**src/rtl/sprite_pkg.sv**
```systemverilog
// Shared definitions for the sprite frontend and sprite drawer.
package sprite_pkg;

  localparam int unsigned SPR_W      = 16;
  localparam int unsigned H_VISIBLE  = 640;
  localparam int unsigned TRANSP     = 0;
  localparam int unsigned FRAME_BITS = 8;

  // One draw command; also the frontend FIFO entry layout.
  typedef struct packed {
    logic [9:0]            col;
    logic                  flip;
    logic [FRAME_BITS-1:0] frame;
    logic [3:0]            rowoff;
  } draw_cmd_t;

  typedef enum logic [1:0] {
    IDLE,
    FETCH,
    DRAIN
  } draw_state_t;

endpackage

```
**src/rtl/sprite_drawer.sv**
```systemverilog
// Fetches one 16-pixel sprite row from the pixel ROM and writes the visible,
// non-transparent pixels into the scanline line buffer, optionally mirrored.
module sprite_drawer
  import sprite_pkg::*;
#(
  parameter int unsigned SPR_W     = sprite_pkg::SPR_W,
  parameter int unsigned PIX_W     = 8,
  parameter int unsigned FRAME_W   = FRAME_BITS,
  parameter int unsigned H_VISIBLE = sprite_pkg::H_VISIBLE,
  parameter int unsigned TRANSP    = sprite_pkg::TRANSP
) (
  input  logic               clk,
  input  logic               reset,
  input  logic               draw_req,
  input  logic [9:0]         col_base,
  input  logic               flip,
  input  logic [FRAME_W-1:0] frame_id,
  input  logic [3:0]         row_off,
  output logic               draw_done,
  output logic [FRAME_W+7:0] rom_addr,
  input  logic [PIX_W-1:0]   rom_data,
  output logic               lb_we,
  output logic [9:0]         lb_addr,
  output logic [PIX_W-1:0]   lb_wdata
);

  localparam logic [3:0] PX_LAST = 4'(SPR_W - 1);

  draw_state_t state, state_nxt;
  draw_cmd_t   cmd_q;
  logic [3:0]  px;
  logic        valid_d;
  logic [3:0]  px_d;
  logic        flip_d;
  logic [3:0]  px_off;
  logic [10:0] col_x;

  // State register.
  always_ff @(posedge clk or negedge reset) begin
    if (!reset) begin
      state <= IDLE;
    end else begin
      state <= state_nxt;
    end
  end

  // Next-state logic; requests outside IDLE are dropped.
  always_comb begin
    state_nxt = state;
    unique case (state)
      IDLE:    if (draw_req) state_nxt = FETCH;
      FETCH:   if (px == PX_LAST) state_nxt = DRAIN;
      DRAIN:   state_nxt = IDLE;
      default: state_nxt = IDLE;
    endcase
  end

  // Command latch and pixel counter for ROM address generation.
  always_ff @(posedge clk or negedge reset) begin
    if (!reset) begin
      cmd_q <= '0;
      px    <= '0;
    end else if (state == IDLE && draw_req) begin
      cmd_q <= '{col: col_base, flip: flip, frame: frame_id, rowoff: row_off};
      px    <= '0;
    end else if (state == FETCH) begin
      px <= px + 4'd1;
    end
  end

  // Write-side pipeline: tags that travel alongside each ROM return.
  always_ff @(posedge clk or negedge reset) begin
    if (!reset) begin
      valid_d <= 1'b0;
      px_d    <= '0;
      flip_d  <= 1'b0;
    end else begin
      valid_d <= (state == FETCH);
      px_d    <= px;
      flip_d  <= cmd_q.flip;
    end
  end

  // Outputs: ROM address, column computation with 11-bit clip, idle flag.
  // col_base cannot change under an in-flight write because a new command is
  // only latched in the cycle after the final write.
  always_comb begin
    rom_addr  = (state == FETCH) ? {cmd_q.frame, cmd_q.rowoff, px} : '0;
    px_off    = flip_d ? (PX_LAST - px_d) : px_d;
    col_x     = {1'b0, cmd_q.col} + {7'b0, px_off};
    lb_we     = valid_d && (rom_data != PIX_W'(TRANSP)) && (col_x < 11'(H_VISIBLE));
    lb_addr   = col_x[9:0];
    lb_wdata  = rom_data;
    draw_done = (state == IDLE) && !draw_req;
  end

  // Commands arriving while busy are lost; flag the protocol violation.
  a_req_when_idle: assert property (@(posedge clk) disable iff (!reset)
    draw_req |-> state == IDLE)
    else $warning("sprite_drawer: draw_req while busy, command dropped");

endmodule

```
**config.mk**
```make
export PLATFORM = sky130hd
export DESIGN_NAME = sprite_drawer
export DESIGN_NICKNAME = d
export VERILOG_FILES = /design/src/rtl/sprite_pkg.sv /design/src/rtl/sprite_drawer.sv
export SDC_FILE = /design/constraint.sdc
export NUM_CORES = 1
export LEC_CHECK = 0
export BUFFER_PORTS_ARGS = -buffer_cell sky130_fd_sc_hd__buf_2
export CAP_MARGIN = 5
export CORE_ASPECT_RATIO = 0.6
export CORE_UTILIZATION = 35
export CTS_BUF_LIST = sky130_fd_sc_hd__clkbuf_4
export DETAILED_ROUTE_END_ITERATION = 10
export PLACE_DENSITY = 0.66
export SLEW_MARGIN = 40
export SYNTH_ARGS = -nofsm -noshare
export SYNTH_HDL_FRONTEND = slang
export SYNTH_SLANG_ARGS = --single-unit
```
**constraint.sdc**
```tcl
create_clock -name clk -period 2.5 [get_ports clk]
set_clock_uncertainty 0.15 [all_clocks]
set_input_delay 0.125 -clock clk [delete_from_list [all_inputs] [get_ports clk]]
set_output_delay 0.125 -clock clk [all_outputs]
set_load 0.02 [all_outputs]
```
; ---- After elaboration in Yosys (flattened, before gate mapping)
; Cells that the tools add are included.
[totals]
latch_bits = 0
memories = 0
output_inout_bits = 36
word_cells = 33
register_bits = 35
mem_bits_ro = 0
in_bits = 34
mem_bits_rw = 0
[classes]
reduce_logical = 9
n_lt_le_gt_ge = 1
mul = 0
div_mod_pow = 0
mux = 7
n_bitwise = 0
add_sub_neg = 3
n_eq_ne = 4
shift = 0
[op_table]
columns = operator, n
row1 = 16-bit two-way mux, 1
row2 = 4-bit two-way mux, 3
row3 = 10-bit by 4-bit adder with 11-bit output, 1
row4 = "11-bit by 10-bit less-than comparator with 1-bit output, second input constant", 1
row5 = 8-bit nonzero test, 1
row6 = "4-bit by 1-bit adder with 4-bit output, second input constant", 1
row7 = "4-bit equality test, second input constant", 1
row8 = 1-bit logical AND, 4
row9 = 2-bit two-way mux, 2
row10 = "2-bit != test, second input constant", 2
row11 = 2-bit case mux with 2 select lines, 1
row12 = "4-bit subtractor, first input constant", 1
row13 = "2-bit by 1-bit equality test with 1-bit output, second input constant", 1
row14 = 2-bit logical NOT, 1
row15 = 2-bit AND reduction, 1
row16 = 2-bit nonzero test, 1
row17 = 1-bit logical NOT, 1

; ---- Longest topological paths before layout
[logic_depth]
word_depth = 5
depth_mapped = 7
depth_no_buf = 7

; ---- Least setup slack after synthesis
; No wires, ideal clock.
[synth_timing]
path_kind = flip-flop to output port
start = reg flip_d
end = out lb_we
t_arrival_ns = 2.257
path_stages_with_launch = 7
n_path_buf = 0
setup_slack_ns = -0.032
required_time_ns = 2.225
cell_sequence = dfrtp_1 xor2_1 ha_1 nand3_1 a31oi_2 mux2_4 a2111oi_2
[synth_via]
elab_chain_len = 4
[synth_lines]
columns = element, line
row1 = "start, declared", sprite_drawer.sv:34  ; logic flip_d;
row2 = "start signal, assigned", sprite_drawer.sv:80  ; flip_d <= cmd_q.flip;
row3 = 4-bit two-way mux, sprite_drawer.sv:89  ; px_off = flip_d ? (PX_LAST - px_d) : px_d;
row4 = 10-bit by 4-bit adder with 11-bit output, sprite_drawer.sv:90  ; col_x = {1'b0, cmd_q.col} + {7'b0, px_off};
row5 = 11-bit by 10-bit less-than comparator with 1-bit output, sprite_drawer.sv:91  ; lb_we = valid_d && (rom_data != PIX_W'(TRANSP)) && (col_x < 11'(H_VISIBLE));
row6 = 1-bit logical AND, sprite_drawer.sv:91
row7 = "end, declared", sprite_drawer.sv:22  ; output logic lb_we,
; Every way passes these cells.

; ---- Worst setup path after layout
; Ends and elaborated chain as after synthesis.

==> impl_metrics.yaml <==
cts:
  cts_tree: "built"
  htree_num_levels: 2
  cts.sinks: 35
  cts_made_buffers: 5
  clock_latency_ns: 0.35
  path_clk_slew_ns: 0.11
  cts_buffer_depth: 2
  cts-root-buf: "clkbuf_4"
synth:
  yosysUniqueCellTypes: 32
  synth_edf_count: 0
  async_reset_ff_share_pct: 100
  synth_nets: 197
  synth_ff_type: "dfrtp_1"
  synth_top_area_share_pct: 48.1
  yosys.area.top_type: "dfrtp_1"
  synth_area_leaders: "dfrtp_1 (48%), mux2_2 (14%), and2_1 (5.5%)"
  syn_area_sq_um: 1820
  synth_area_per_cell_sq_um: 11.7
  ys_ff_latch: 35
  postSynthCellCount: 156
  ys_warn_count: 0
  synth-seq-area-share_pct: 48.1
grt:
  grt_pass1_vias: 1514
  antenna_found_initial: 0
  overflow: 0
  track_usage_pct: 16.6
  grt_max_degree: 36
  grt_pass1_wl_um: 6790
sta:
  tightest_slew_ns: 0.520
  drv_slew: 0
  hold_viol_final: 0
  finalCritPeriodShare_pct: 110
  rsz0062_at_grt: "true"
  setup_ws_ns: -0.253
  setup_violations: 4
  fmaxAchievable_mhz: 363
  slew_headroom_pct: 65.3
  min_period_ns: 2.75
placement:
  dp_hpwl_um: 2790
  place_congestion: 0.755
  port_buffers: 69
  dpl_cell_area_sq_um: 2210
cells_and_area:
  fillers: 409
  fin_nets: 292
  final_util_pct: 55.1
  drive_gt1_share_pct: 50.4
  diodes: 0
  design_area_sq_um: 2630
  syn_to_final_growth_pct: 44.4
flow_run:
  drv_cap: 0
detailed_routing:
  wl_um: 4170
  routed_via_density: 4.57
  drtPass1Iterations: 4
  vias: 1438
  ant_nets: 0
  drt_iter0_markers: 46
  drc: 0
  avgRoutedWirePerCell_um: 13.2
critical_path:
  arrival_ns: 2.48
  max_stage_delay_ns: 0.48
  crit_buf_inv: 1
  crit_chain: "xor2_2 -> ha_1 -> a21oi_2 -> a31oi_4 -> mux2_4 -> a2111oi_4 -> buf_4"
  crit_required_ns: 2.23
  critPathTopFamily: "compound AO/OA/AOI/OAI gates"
  r2r_start: "state[1]"
  cp-start-kind: "register"
  crit_start: "flip_d"
  critPathSlowestCell: "dfrtp_2"
  path_class: "reg -> out"
  cp_max_fo: 4
  end_kind: "primary output"
floorplan:
  rows: 19
  initial_core_util_pct: 38.1
  design.core.area_sq_um: 4780
  ios: 70
  chipHeight_um: 57.9
  die_area_sq_um: 5510
  dieWidth_um: 95.1
min_path:
  hp-class: "in -> async"
run_status:
  violations: "negative setup slack"
  status: "complete, but fails checks"
power:
  vdd_ir_drop_max_mv: 0.608
  cellPowerDensity_nw_per_um2: 1580
  p_leak_nw: 1.23
  power_w: 0.00416
-- worst paths after layout --
path                             to  slack (ns)  cells after the start
setup / recovery              lb_we       -0.25                      7
hold / removal             cmd_q[7]         0.1                      2
setup reg to reg              px[3]        0.73                      5
hold reg to reg              flip_d        0.26                      0
max in group asynchronous    flip_d        1.76                      2
min in group clk             flip_d        0.26                      0
-- per-stage QoR --
stage | hold slack (ns) | worst slack, ns | setup TNS, ns | instances
floorplan | -0.321 | 0.107 | 0 | 156
global placement | 0.0971 | 0.0353 | 0 | 279
detailed placement | 0.103 | 0.00504 | 0 | 279
CTS | 0.220 | -0.234 | -0.663 | 314
global route | 0.109 | -0.361 | -1.15 | 315
finish | 0.0965 | -0.253 | -0.569 | 315
-- cell families after synthesis --
logic type / count (synthesis) / share of synthesized area [%]
buffers and inverters: 15 / 4.88
multiplexers: 25 / 15.6
XOR/XNOR: 11 / 5.29
AND/OR/NAND/NOR: 47 / 14.4
adder cells (fa/ha/maj): 7 / 5.22
AO/OA/AOI/OAI: 16 / 6.59
flip-flops: 35 / 48.1
-- placed cells by master (no fill, tap or decap), types with 3 or more instances in the layout --
cell type      instances
and2_1                16
buf_2                 62
nand2_1                9
a21oi_2                3
xor2_1                 6
a21o_1                 3
mux2_2                23
nor2_1                 4
nand3_1                6
ha_1                   4
clkbuf_4               6
dlygate4sd3_1         24
dfrtp_1               34
buf_4                 15
o21ai_0                3
-- final cells by class --
cell class | count | area (sq um) | area share (%)
Clock buffer | 6 | 45.0 | 1.71
Clock inverter | 2 | 12.5 | 0.476
Inverter | 2 | 7.51 | 0.285
Multi-Input combinational cell | 106 | 947 | 36.0
Sequential cell | 35 | 877 | 33.3
Tap cell | 63 | 78.8 | 3.00
Timing Repair Buffer | 101 | 663 | 25.2
-- state kept, by name (all words and copies together) (netlist names) --
register / flops
cmd_q: 23
px: 4
state: 2
flip_d: 1
px_d: 4
valid_d: 1
-- cell usage after synthesis (2+ instances only) --
cell / number
and3_1: 2
nand2b_1: 2
nor4_1: 2
xor2_1: 8
ha_1: 6
clkbuf_1: 3
buf_2: 2
and2_1: 16
dfrtp_1: 35
mux2_2: 23
buf_4: 8
nand3_1: 7
nand2_1: 10
a21o_1: 3
nor2_1: 5
o21ai_0: 3
xnor2_1: 3
inv_1: 2
a21oi_1: 2
a211oi_1: 2
-- power breakdown --
group / total (W) / leakage (nW) / internal, W / switching (W)
sequential: 0.00112 / 0.414 / 0.000840 / 0.000278
clock: 0.000318 / 0.0317 / 0.000119 / 0.000198
combinational: 0.00273 / 0.789 / 0.00126 / 0.00147
total: 0.00416 / 1.23 / 0.00222 / 0.00195
-- layer usage --
metal,vias up,GRT usage [%],routed length [um]
met1,674,21.1,2010
met5,-,0,0
li1,717,-,-
met3,4,8.01,333
met4,0,3.25,37
met2,43,25.8,1790
-- repair_timing --
item,in CTS,in global routing
setup buffers,4,1
setup endpoints to repair,7,7
endpoints found under the hold margin,58,0
gates cloned,0,0
resized for setup,13,8
hold buffers,24,0
pin swaps,11,4
Note: power is estimated with default switching activity, not from simulation.
